`src/rtl/cpu_types_pkg.sv`:
```
// Shared CPU types: opcode/funct encodings, ALU ops, decoded control word, memory FSM states.
// Latency: n/a (types and a pure combinational decode function).
// Backpressure: n/a.
package cpu_types_pkg;

    typedef enum logic [5:0] {
        OP_RTYPE = 6'h00,
        OP_J     = 6'h02,
        OP_JAL   = 6'h03,
        OP_BEQ   = 6'h04,
        OP_BNE   = 6'h05,
        OP_ADDI  = 6'h08,
        OP_ADDIU = 6'h09,
        OP_SLTI  = 6'h0a,
        OP_SLTIU = 6'h0b,
        OP_ANDI  = 6'h0c,
        OP_ORI   = 6'h0d,
        OP_XORI  = 6'h0e,
        OP_LUI   = 6'h0f,
        OP_LW    = 6'h23,
        OP_SW    = 6'h2b,
        OP_LL    = 6'h30,
        OP_SC    = 6'h38,
        OP_HALT  = 6'h3f
    } opcode_t;

    typedef enum logic [5:0] {
        F_SLL  = 6'h00,
        F_SRL  = 6'h02,
        F_JR   = 6'h08,
        F_ADD  = 6'h20,
        F_ADDU = 6'h21,
        F_SUB  = 6'h22,
        F_SUBU = 6'h23,
        F_AND  = 6'h24,
        F_OR   = 6'h25,
        F_XOR  = 6'h26,
        F_NOR  = 6'h27,
        F_SLT  = 6'h2a,
        F_SLTU = 6'h2b
    } funct_t;

    typedef enum logic [3:0] {
        ALU_SLL, ALU_SRL, ALU_ADD, ALU_SUB, ALU_AND,
        ALU_OR, ALU_XOR, ALU_NOR, ALU_SLT, ALU_SLTU
    } aluop_t;

    typedef enum logic {
        IDLE = 1'b0,
        DREQ = 1'b1
    } memfsm_t;

    typedef struct packed {
        aluop_t alu_op;
        logic   RegWrite;
        logic   MemtoReg;
        logic   Alusrc;
        logic   RegDest;
        logic   Shamt;
        logic   Ext;
        logic   LUI;
        logic   ImmtoReg;
        logic   beq;
        logic   bne;
        logic   Jump;
        logic   Jr;
        logic   Link;
    } ctrl_t;

    // Opcodes that the memory FSM treats specially.
    localparam opcode_t LL_OPCODE   = OP_LL;
    localparam opcode_t SC_OPCODE   = OP_SC;
    localparam opcode_t HALT_OPCODE = OP_HALT;

    // Datapath control decode. With LL/SC disabled, SC behaves as a plain SW
    // (no rt write-back); LL always decodes like LW.
    function automatic ctrl_t decode(opcode_t op, funct_t fn, logic llsc);
        ctrl_t c;
        c = '0;
        case (op)
            OP_RTYPE: begin
                c.RegWrite = 1'b1;
                c.RegDest  = 1'b1;
                case (fn)
                    F_SLL:         begin c.alu_op = ALU_SLL; c.Shamt = 1'b1; end
                    F_SRL:         begin c.alu_op = ALU_SRL; c.Shamt = 1'b1; end
                    F_JR:          begin c.Jr = 1'b1; c.RegWrite = 1'b0; end
                    F_ADD, F_ADDU: c.alu_op = ALU_ADD;
                    F_SUB, F_SUBU: c.alu_op = ALU_SUB;
                    F_AND:         c.alu_op = ALU_AND;
                    F_OR:          c.alu_op = ALU_OR;
                    F_XOR:         c.alu_op = ALU_XOR;
                    F_NOR:         c.alu_op = ALU_NOR;
                    F_SLT:         c.alu_op = ALU_SLT;
                    F_SLTU:        c.alu_op = ALU_SLTU;
                    default:       c.RegWrite = 1'b0;
                endcase
            end
            OP_J:     c.Jump = 1'b1;
            OP_JAL:   begin c.Jump = 1'b1; c.Link = 1'b1; c.RegWrite = 1'b1; end
            OP_BEQ:   begin c.beq = 1'b1; c.alu_op = ALU_SUB; end
            OP_BNE:   begin c.bne = 1'b1; c.alu_op = ALU_SUB; end
            OP_ADDI, OP_ADDIU: begin
                c.RegWrite = 1'b1; c.Alusrc = 1'b1; c.Ext = 1'b1; c.alu_op = ALU_ADD;
            end
            OP_SLTI:  begin c.RegWrite = 1'b1; c.Alusrc = 1'b1; c.Ext = 1'b1; c.alu_op = ALU_SLT; end
            OP_SLTIU: begin c.RegWrite = 1'b1; c.Alusrc = 1'b1; c.Ext = 1'b1; c.alu_op = ALU_SLTU; end
            OP_ANDI:  begin c.RegWrite = 1'b1; c.Alusrc = 1'b1; c.alu_op = ALU_AND; end
            OP_ORI:   begin c.RegWrite = 1'b1; c.Alusrc = 1'b1; c.alu_op = ALU_OR; end
            OP_XORI:  begin c.RegWrite = 1'b1; c.Alusrc = 1'b1; c.alu_op = ALU_XOR; end
            OP_LUI:   begin c.RegWrite = 1'b1; c.LUI = 1'b1; end
            OP_LW, OP_LL: begin
                c.RegWrite = 1'b1; c.MemtoReg = 1'b1; c.Alusrc = 1'b1; c.Ext = 1'b1;
                c.alu_op = ALU_ADD;
            end
            OP_SW:    begin c.Alusrc = 1'b1; c.Ext = 1'b1; c.alu_op = ALU_ADD; end
            OP_SC: begin
                c.Alusrc = 1'b1; c.Ext = 1'b1; c.alu_op = ALU_ADD;
                // rt receives the SC success flag, so SC writes back whether or not it passes.
                if (llsc) begin
                    c.RegWrite = 1'b1;
                    c.ImmtoReg = 1'b1;
                end
            end
            default: c = '0;
        endcase
        return c;
    endfunction

endpackage

```
`src/rtl/ll_sc_link.sv`:
```
// Load-linked reservation tracker: one link address plus valid bit.
// Latency: updates on the clock edge after an LL/store completion or snoop.
// Backpressure: none; consumes completion and snoop strobes every cycle.
module ll_sc_link #(
    parameter int DATA_W = 32
) (
    input  logic              i_clk,
    input  logic              i_rst,
    input  logic              i_ll_done,
    input  logic              i_wr_done,
    input  logic [DATA_W-1:0] i_addr,
    input  logic              i_snoop_inv,
    input  logic [DATA_W-1:0] i_snoop_addr,
    output logic              o_link_valid,
    output logic [DATA_W-1:0] o_link_addr
);

    logic              r_link_valid;
    logic [DATA_W-1:0] r_link_addr;
    logic [DATA_W-1:0] w_cmp_addr;
    logic              w_kill;
    logic              w_valid_nxt;

    // A snoop landing in the same cycle as an LL completion is checked against
    // the address being linked, so the invalidate beats the new reservation.
    assign w_cmp_addr  = i_ll_done ? i_addr : r_link_addr;
    assign w_kill      = (i_snoop_inv && (i_snoop_addr == w_cmp_addr)) ||
                         (i_wr_done && (i_addr == r_link_addr));
    assign w_valid_nxt = (r_link_valid | i_ll_done) & ~w_kill;

    // Reservation register: set by LL completion, cleared by snoops or stores to the link.
    always_ff @(posedge i_clk or posedge i_rst) begin
        if (i_rst) begin
            r_link_valid <= 1'b0;
            r_link_addr  <= '0;
        end else begin
            if (i_ll_done) begin
                r_link_addr <= i_addr;
            end
            r_link_valid <= w_valid_nxt;
        end
    end

    assign o_link_valid = r_link_valid;
    assign o_link_addr  = r_link_addr;

endmodule

```
`src/rtl/pipe_control_unit.sv`:
```
// Pipeline control: instruction decode, data-memory request FSM, LL/SC, halt and watchdog.
// Latency: decode and request issue combinational; FSM/flags update on the next edge.
// Backpressure: PCWait stalls fetch while a data request waits for dhit.
module pipe_control_unit
    import cpu_types_pkg::*;
#(
    parameter int DATA_W   = 32,
    parameter int LLSC_EN  = 1,
    parameter int MAX_WAIT = 255
) (
    input  logic              CLK,
    input  logic              RST,
    input  logic [DATA_W-1:0] instr,
    input  logic              ihit,
    input  logic              dhit,
    input  logic [DATA_W-1:0] daddr,
    input  logic              snoop_inv,
    input  logic [DATA_W-1:0] snoop_addr,
    output ctrl_t             ctrl,
    output logic              dRead,
    output logic              dWrite,
    output logic              PCWait,
    output logic              sc_result,
    output logic              halt,
    output logic              mem_timeout
);

    localparam int               CNT_W   = (MAX_WAIT < 1) ? 1 : $clog2(MAX_WAIT + 1);
    localparam logic [CNT_W-1:0] CNT_MAX = CNT_W'(MAX_WAIT);
    localparam logic             LLSC    = (LLSC_EN != 0);

    memfsm_t           r_state;
    logic              r_rd, r_wr, r_ll, r_sc;
    logic [DATA_W-1:0] r_addr;
    logic [CNT_W-1:0]  r_cnt;
    logic              r_halt, r_timeout;

    opcode_t           w_op;
    funct_t            w_fn;
    logic              w_unused;
    logic              w_is_lw, w_is_sw, w_is_ll, w_is_sc, w_sc_pass, w_memop;
    logic              w_rd, w_wr, w_ll, w_sc, w_done;
    logic [DATA_W-1:0] w_addr;
    logic [CNT_W-1:0]  w_cnt_nxt;
    logic              w_link_valid;
    logic [DATA_W-1:0] w_link_addr;

    assign w_op     = opcode_t'(instr[31:26]);
    assign w_fn     = funct_t'(instr[5:0]);
    assign w_unused = ^instr[25:6];

    // Without LL/SC, LL is an ordinary load and SC an ordinary store.
    assign w_is_lw   = (w_op == OP_LW) || (!LLSC && (w_op == LL_OPCODE));
    assign w_is_sw   = (w_op == OP_SW) || (!LLSC && (w_op == SC_OPCODE));
    assign w_is_ll   = LLSC && (w_op == LL_OPCODE);
    assign w_is_sc   = LLSC && (w_op == SC_OPCODE);
    assign w_sc_pass = w_is_sc && w_link_valid && (daddr == w_link_addr);
    assign w_memop   = ihit && (w_is_lw || w_is_sw || w_is_ll || w_sc_pass) && !r_halt;

    // Request select: issue straight from decode in IDLE, replay latched request in DREQ.
    always_comb begin
        w_rd   = 1'b0;
        w_wr   = 1'b0;
        w_ll   = 1'b0;
        w_sc   = 1'b0;
        w_addr = daddr;
        if (r_state == DREQ) begin
            w_rd   = r_rd;
            w_wr   = r_wr;
            w_ll   = r_ll;
            w_sc   = r_sc;
            w_addr = r_addr;
        end else if (w_memop) begin
            w_rd = w_is_lw | w_is_ll;
            w_wr = w_is_sw | w_sc_pass;
            w_ll = w_is_ll;
            w_sc = w_is_sc;
        end
        if (RST) begin
            w_rd = 1'b0;
            w_wr = 1'b0;
            w_ll = 1'b0;
            w_sc = 1'b0;
        end
    end

    assign w_done    = (w_rd | w_wr) & dhit;
    assign w_cnt_nxt = (r_cnt == CNT_MAX) ? r_cnt : r_cnt + 1'b1;

    // Memory FSM with watchdog and sticky halt/timeout flags.
    always_ff @(posedge CLK or posedge RST) begin
        if (RST) begin
            r_state   <= IDLE;
            r_rd      <= 1'b0;
            r_wr      <= 1'b0;
            r_ll      <= 1'b0;
            r_sc      <= 1'b0;
            r_addr    <= '0;
            r_cnt     <= '0;
            r_halt    <= 1'b0;
            r_timeout <= 1'b0;
        end else begin
            if (ihit && (w_op == HALT_OPCODE)) begin
                r_halt <= 1'b1;
            end
            case (r_state)
                IDLE: begin
                    r_cnt <= '0;
                    if (w_memop && !dhit) begin
                        r_state <= DREQ;
                        r_rd    <= w_rd;
                        r_wr    <= w_wr;
                        r_ll    <= w_ll;
                        r_sc    <= w_sc;
                        r_addr  <= daddr;
                    end
                end
                DREQ: begin
                    r_cnt <= w_cnt_nxt;
                    // Timeout only flags the stall; the request keeps waiting for dhit.
                    if (w_cnt_nxt == CNT_MAX) begin
                        r_timeout <= 1'b1;
                    end
                    if (dhit) begin
                        r_state <= IDLE;
                    end
                end
                default: r_state <= IDLE;
            endcase
        end
    end

    generate
        if (LLSC_EN != 0) begin : g_link
            ll_sc_link #(.DATA_W(DATA_W)) u_link (
                .i_clk        (CLK),
                .i_rst        (RST),
                .i_ll_done    (w_ll & w_done),
                .i_wr_done    (w_wr & w_done),
                .i_addr       (w_addr),
                .i_snoop_inv  (snoop_inv),
                .i_snoop_addr (snoop_addr),
                .o_link_valid (w_link_valid),
                .o_link_addr  (w_link_addr)
            );
        end else begin : g_no_link
            assign w_link_valid = 1'b0;
            assign w_link_addr  = '0;
        end
    endgenerate

    assign ctrl        = (ihit && !RST) ? decode(w_op, w_fn, LLSC) : '0;
    assign dRead       = w_rd;
    assign dWrite      = w_wr;
    assign PCWait      = (w_rd | w_wr) & ~dhit;
    assign sc_result   = w_sc & dhit;
    assign halt        = r_halt;
    assign mem_timeout = r_timeout;

endmodule

```
`config.mk`:
```
export PLATFORM = sky130hd
export DESIGN_NAME = pipe_control_unit
export DESIGN_NICKNAME = d
export VERILOG_FILES = /design/src/rtl/cpu_types_pkg.sv /design/src/rtl/ll_sc_link.sv /design/src/rtl/pipe_control_unit.sv
export SDC_FILE = /design/constraint.sdc
export NUM_CORES = 1
export LEC_CHECK = 0
export CAP_MARGIN = 15
export CELL_PAD_IN_SITES_DETAIL_PLACEMENT = 0
export CELL_PAD_IN_SITES_GLOBAL_PLACEMENT = 1
export CORE_MARGIN = 1
export CORE_UTILIZATION = 39
export CTS_CLUSTER_SIZE = 14
export DETAILED_ROUTE_END_ITERATION = 16
export PLACE_DENSITY = 0.92
export RECOVER_POWER = 25
export SYNTH_ARGS = -nofsm -noshare
export SYNTH_HDL_FRONTEND = slang
export SYNTH_SLANG_ARGS = --single-unit
export TNS_END_PERCENT = 5
```
`constraint.sdc`:
```
create_clock -name CLK -period 4.69 [get_ports CLK]
set_input_delay 0.469 -clock CLK [delete_from_list [all_inputs] [get_ports CLK]]
set_output_delay 0.469 -clock CLK [all_outputs]
set_load 0.005 [all_outputs]
```
==> results of run 1 <==
==> cell usage after synthesis, types with 3 or more instances <==
cell type,number,area [um2]
o21ai_0,8,40.0
nor3_1,6,30.0
nand3_1,14,70.1
a221oi_1,7,61.3
a21oi_1,39,195
o22ai_1,10,62.6
nand4_1,13,81.3
xnor2_1,59,517
and2_1,6,37.5
nor4_1,21,131
a2111oi_0,3,26.3
dfrtp_1,80,2000
mux2_2,34,383
inv_1,27,101
and3_1,6,37.5
xor2_1,38,333
mux2i_1,38,380
o2bb2ai_1,4,35.0
buf_2,11,55.1
nor2_1,66,248
nand3b_1,3,22.5
a21boi_0,3,22.5
a22oi_1,3,22.5
o211ai_1,4,30.0
nand2_1,33,124
nand2b_1,10,62.6
clkbuf_1,12,45.0
nor2b_1,8,50.1
==> routing by layer <==
layer	vias up	GRT usage
met4	0	0.100
li1	2368	-
met3	25	0.0417
met5	-	0
met2	158	0.392
met1	2463	0.305
==> power by group through the flow <==
stage          sequential, mW  clock [mW]  combinational (mW)
6_report                0.693       0.694               0.247
5_1_grt                 0.693       0.737               0.268
4_1_cts                 0.693       0.705               0.248
3_5_place_dp            0.706           0               0.246
3_3_place_gp            0.706           0               0.244
2_1_floorplan           0.706           0               0.114
==> state kept, by name (all words and copies together) (netlist names) <==
name / cells
r_sc: 1
r_wr: 1
r_state: 1
r_ll: 1
mem_timeout: 1
r_addr: 32
g_link.u_link.o_link_valid: 1
halt: 1
g_link.u_link.o_link_addr: 32
r_cnt: 8
r_rd: 1
==> layout by cell type (no fill, tap or decap), types with 13 or more instances in the layout <==
master / instances
dfrtp_1: 79
nand4_1: 13
mux2_2: 34
mux2i_1: 38
a21oi_1: 39
nor4_1: 21
nor2_1: 66
clkdlybuf4s50_1: 99
nand3_1: 14
xnor2_1: 59
nand2_1: 33
xor2_1: 38
inv_1: 26
==> final timing paths <==
kind                                              start                                   end  slack [ns]  depth (start not counted)
worst max-delay path                          instr[28]                             sc_result        0.78                          9
worst min-delay path            mem_timeout$_DFFE_PP0P_               mem_timeout$_DFFE_PP0P_        0.46                          2
worst max register to register        r_state$_DFF_PP0_  g_link.u_link.o_link_valid$_DFF_PP0_        1.58                          8
worst min register to register  mem_timeout$_DFFE_PP0P_               mem_timeout$_DFFE_PP0P_        0.46                          2
max in group asynchronous                           RST                     r_state$_DFF_PP0_        2.12                          3
min in group asynchronous                           RST                      r_wr$_DFFE_PP0P_        0.76                          2
==> area by class of cell <==
class                   count  share of cell area
multi-input cells         475               0.477
flip-flops and latches     80               0.283
inverters                  27              0.0145
repair buffers            112               0.155
clock buffers              12              0.0334
well taps                 180              0.0318
clock inverters             3             0.00635
==> worst register-to-register path: stages, from the launching register on <==
cell and delay [ns]:
dfrtp_2 0.81, buf_4 0.41, mux2i_1 0.54, xnor2_1 0.13
nor4_1 0.51, nand3_1 0.17, nor3_1 0.20, o2bb2ai_1 0.15
a31oi_1 0.06
==> cell families after synthesis <==
group                      share of synthesized area
muxes                                          0.138
DFF                                            0.358
AOI/OAI and AO/OA                              0.136
and+or+nand+nor                                0.175
xor gates and xnor gates                       0.152
adders and majority gates                    0.00223
buffers and inverters                         0.0387
==> impl_metrics.env, run 1 <==
export IMPL_power_leakage_nw=2.89
export IMPL_final_area_um2=7090
export IMPL_placed_cell_area_um2=6810
export IMPL_final_hold_violation_count=0
export IMPL_ff_latch_area_um2=2000
export IMPL_end_kind="primary output"
export IMPL_fin_skew_ns=0.00904
export IMPL_tns_ns=0
export IMPL_clkTransAtPathRegs_ns=0.06
export IMPL_pre_cts_ws_ns=0.801
export IMPL_worstPathRequired_ns=4.22
export IMPL_place_hpwl_um=13000
export IMPL_n_antenna_cell=0
export IMPL_syn_area_um2=5600
export IMPL_drive_above_1_share=0.0889
export IMPL_power_density_nw_per_um2=230
export IMPL_grt_pass1_wl_um=26500
export IMPL_drt_iter0_drc=522
export IMPL_route_vias_total=5014
export IMPL_cellInternalPower_mw=1.22
export IMPL_num_rows=43
export IMPL_rsz0062_at_grt="no"
export IMPL_slowest_delay_ns=0.64
export IMPL_placed_cells=874
export IMPL_syn_to_final_growth_pct=26.6
export IMPL_path_delay_family="simple AND/OR/NAND/NOR gates"
export IMPL_wl_met1_um=7060
export IMPL_worst_slack_ns=0.780
export IMPL_tritoncts="yes"
export IMPL_wl_met2_um=8080
export IMPL_grt_max_degree=57
export IMPL_core_um2=13900
export IMPL_p_sw_frac=0.255
export IMPL_ant_nets=0
export IMPL_avgSynthCellArea_um2=9.22
export IMPL_synthArstFlopShare=1.00
export IMPL_slew_viol_final=0
export IMPL_tightest_slew_ns=1.41
export IMPL_grt_total_usage=0.238
export IMPL_relSlewSlack=0.0631
export IMPL_postCtsResizedCells=0
export IMPL_clockRootBuffer="clkbuf_16"
export IMPL_pwr_share_clk=0.425
export IMPL_hold_slack_ns=0.459
export IMPL_routabilityCongestion=0.943
export IMPL_clockBufferDepth=2
export IMPL_arrival_ns=3.44
export IMPL_met3_length_um=1040
export IMPL_dieHeight_um=122
export IMPL_dr_pass1_iters=4
export IMPL_fin_cells=889
export IMPL_cts_buffers=9
export IMPL_critPathBufInv=2
export IMPL_period_share=0.834
export IMPL_grt_overflow=0
export IMPL_max_freq_ghz=0.256
export IMPL_min_period_ns=3.91
export IMPL_cp_max_fo=13
export IMPL_cap_violations=0
export IMPL_synth_fp_nets=709
export IMPL_synthCells=607
export IMPL_post_cts_buffers=0
export IMPL_ys_ff_latch=80
export IMPL_p_comb_frac=0.151
export IMPL_start_util=0.402
export IMPL_seqPwrFrac=0.424
export IMPL_totalWireLength_um=16500
export IMPL_yosysSeqAreaShare=0.358
export IMPL_drc=0
export IMPL_dieArea_um2=14800
export IMPL_cts_sinks=80
export IMPL_synth_flop_cell="dfrtp_1"
export IMPL_clock_latency_ns=0.36
export IMPL_multi_input_area_um2=3380
export IMPL_finalSetupViolations=0
export IMPL_slowest_stage="clkdlybuf4s50_1"
export IMPL_highest_layer="met4"
export IMPL_final_net_count=807
export IMPL_first_global_vias=5008
export IMPL_routedWlPerCell_um=18.6
export IMPL_fillerInstances=1314
export IMPL_worstHoldPathType="reg2reg"
export IMPL_path_class="in2out"
export IMPL_via_per_inst=5.64
export IMPL_antenna_found_initial=0
export IMPL_holdBufCountCts=0
export IMPL_crit_path_start_kind="input pin"
export IMPL_portBuffers=103
export IMPL_synth_edff_count=0
export IMPL_h_tree_depth=3
export IMPL_synth_distinct_cells=58
export IMPL_status="finished clean"
export IMPL_ys_warn_count=0
export IMPL_die_w_um=122
export IMPL_cpMostUsedCell="clkdlybuf4s50_1"
export IMPL_crit_chain="clkdlybuf4s50_1 -> nand2b_1 -> or4_1 -> nor4_1 -> nand3b_1 -> nand3_1 -> a22oi_1 -> nor2_1 -> clkdlybuf4s50_1"
export IMPL_design_power_total_mw=1.63
export IMPL_ir_drop_uv=176
export IMPL_p_sw_mw=0.416
export IMPL_fin_util=0.509
export IMPL_pin_count=124
Note: power is estimated with default switching activity, not from simulation.
==> inputs of run 2 (changes only) <==
==> constraint.sdc (replaced) <==
create_clock -name CLK -period 3.6 [get_ports CLK]
set_input_delay 0.36 -clock CLK [delete_from_list [all_inputs] [get_ports CLK]]
set_output_delay 0.36 -clock CLK [all_outputs]
set_load 0.005 [all_outputs]
==> run 2 against run 1 <==
  * The run now ends with capacitance limit, slew limit left
  * Non-clock buffer count is 11 higher
  * First-iteration DRC count is 27% lower
  * Clock skew is 0.0031 ns lower
  * Clock power is 30% higher
  * Cell count is 1.3% higher
  * Sequential share of layout area is 0.39 points lower
  * Die area stayed put
  * Critical path depth is 1 lower
  * Worst setup slack worse by 0.64 ns
  * Via count is 0.24% higher
==> impl_metrics.env, run 2 (synthesis results as in run 1) <==
export IMPL_slew_viol_final=33
export IMPL_path_class="in2out"
export IMPL_dieArea_um2=14800
export IMPL_place_hpwl_um=13200
export IMPL_fillerInstances=1278
export IMPL_fin_util=0.516
export IMPL_clockRootBuffer="clkbuf_16"
export IMPL_relSlewSlack=-0.145
export IMPL_die_w_um=122
export IMPL_max_freq_ghz=0.289
export IMPL_core_um2=13900
export IMPL_end_kind="primary output"
export IMPL_grt_overflow=0
export IMPL_first_global_vias=5002
export IMPL_power_density_nw_per_um2=297
export IMPL_layout_common_cells="clkdlybuf4s50_1, dfrtp_1, nor2_1"
export IMPL_final_hold_violation_count=0
export IMPL_arrival_ns=3.10
export IMPL_post_cts_buffers=0
export IMPL_wl_met1_um=7040
export IMPL_placed_cell_area_um2=6910
export IMPL_met3_length_um=1110
export IMPL_grt_pass1_wl_um=26200
export IMPL_crit_path_start_kind="input pin"
export IMPL_final_area_um2=7190
export IMPL_ant_nets=0
export IMPL_grt_total_usage=0.231
export IMPL_h_tree_depth=3
export IMPL_power_leakage_nw=2.96
export IMPL_num_rows=43
export IMPL_tritoncts="yes"
export IMPL_wl_met2_um=7920
export IMPL_route_vias_total=5026
export IMPL_cpMostUsedCell="clkdlybuf4s50_1"
export IMPL_final_common_cell="clkdlybuf4s50_1"
export IMPL_portBuffers=103
export IMPL_drt_iter0_drc=381
export IMPL_totalWireLength_um=16500
export IMPL_ir_drop_uv=175
export IMPL_slowest_delay_ns=0.64
export IMPL_dieHeight_um=122
export IMPL_routabilityCongestion=0.930
export IMPL_postCtsResizedCells=0
export IMPL_highest_layer="met4"
export IMPL_tns_ns=0
export IMPL_worstPathRequired_ns=3.24
export IMPL_dr_pass1_iters=5
export IMPL_n_antenna_cell=0
export IMPL_syn_to_final_growth_pct=28.4
export IMPL_finalSetupViolations=0
export IMPL_cts_sinks=80
export IMPL_drive_above_1_share=0.104
export IMPL_ff_latch_area_um2=2000
export IMPL_grt_max_degree=47
export IMPL_cts_buffers=9
export IMPL_via_per_inst=5.58
export IMPL_clock_latency_ns=0.34
export IMPL_start_util=0.402
export IMPL_cp_max_fo=8
export IMPL_routedWlPerCell_um=18.3
export IMPL_holdBufCountCts=0
export IMPL_fin_skew_ns=0.00593
export IMPL_violations="capacitance limit, slew limit"
export IMPL_crit_chain="clkdlybuf4s50_1 -> or4_1 -> nor4_1 -> nand3b_1 -> nand3_1 -> a22oi_1 -> nor2_1 -> clkdlybuf4s50_1"
export IMPL_rsz0062_at_grt="no"
export IMPL_antenna_found_initial=0
export IMPL_period_share=0.961
export IMPL_drc=0
export IMPL_status="finished, violations left"
export IMPL_worstHoldPathType="reg2reg"
export IMPL_slowest_stage="or4_1"
export IMPL_cap_violations=1
export IMPL_clockBufferDepth=2
export IMPL_pin_count=124
export IMPL_multi_input_area_um2=3380
export IMPL_min_period_ns=3.46
export IMPL_tightest_slew_ns=1.72
export IMPL_final_net_count=818
export IMPL_clkTransAtPathRegs_ns=0.06
run 2: area by class of cell:
| type | instances | share of cell area |
|---|---|---|
| clock buffer | 11 | 0.0324 |
| clock inverter | 5 | 0.00801 |
| inverter | 27 | 0.0143 |
| multi-input combinational | 475 | 0.470 |
| sequential | 80 | 0.279 |
| tap | 180 | 0.0313 |
| timing repair buffer | 123 | 0.165 |
run 2: metal layers:
layer	track usage	vias to the layer above
met3	0.0370	33
met1	0.300	2397
li1	-	2390
met2	0.389	206
met4	0.0795	0
met5	0	-
run 2: worst paths after layout:
| path | from | end | slack (ns) | cells after the start |
|---|---|---|---|---|
| worst max-delay path | instr[27] | sc_result | 0.14 | 8 |
| worst min-delay path | mem_timeout$_DFFE_PP0P_ | mem_timeout$_DFFE_PP0P_ | 0.47 | 2 |
| worst max register to register | r_state$_DFF_PP0_ | g_link.u_link.o_link_valid$_DFF_PP0_ | 0.73 | 8 |
| worst min register to register | mem_timeout$_DFFE_PP0P_ | mem_timeout$_DFFE_PP0P_ | 0.47 | 2 |
| max in group asynchronous | RST | g_link.u_link.o_link_addr[0]$_DFF_PP0_ | 1.09 | 3 |
| min in group asynchronous | RST | halt$_DFFE_PP0P_ | 0.62 | 2 |
run 2: critical path, delay by kind of cell:
family | cells | cell delay [ns]
AO/OA/AOI/OAI | 1 | 0.09
buffers and inverters | 2 | 1.08
AND/OR/NAND/NOR | 5 | 1.56
run 2: power breakdown:
part | switching (mW) | leakage (nW) | total [mW] | internal, mW
registers | 0.00136 | 1.10 | 0.903 | 0.902
clock network | 0.367 | 0.143 | 0.905 | 0.538
logic | 0.172 | 1.71 | 0.328 | 0.155
total | 0.541 | 2.96 | 2.14 | 1.59
run 2: per-stage QoR:
stage               std cells  hold slack, ns  worst slack [ns]  total power [mW]
floorplan                 607           0.426             0.461              1.07
global placement          885           0.457             0.178              1.24
detailed placement        885           0.469             0.182              1.25
CTS                       901           0.484             0.173              2.15
global route              901           0.509            0.0622              2.22
finish                    901           0.474             0.140              2.14
==> inputs of run 3 (changes only) <==
--- a/config.mk
+++ b/config.mk
@@ -12,9 +12,10 @@
 export CORE_UTILIZATION = 39
 export CTS_CLUSTER_SIZE = 14
 export DETAILED_ROUTE_END_ITERATION = 16
+export HOLD_SLACK_MARGIN = 0.05
 export PLACE_DENSITY = 0.92
 export RECOVER_POWER = 25
 export SYNTH_ARGS = -nofsm -noshare
 export SYNTH_HDL_FRONTEND = slang
 export SYNTH_SLANG_ARGS = --single-unit
-export TNS_END_PERCENT = 5
+export TNS_END_PERCENT = 1
==> results of run 3 <==
Final layout, timing and power as in run 2 (identical DEF).
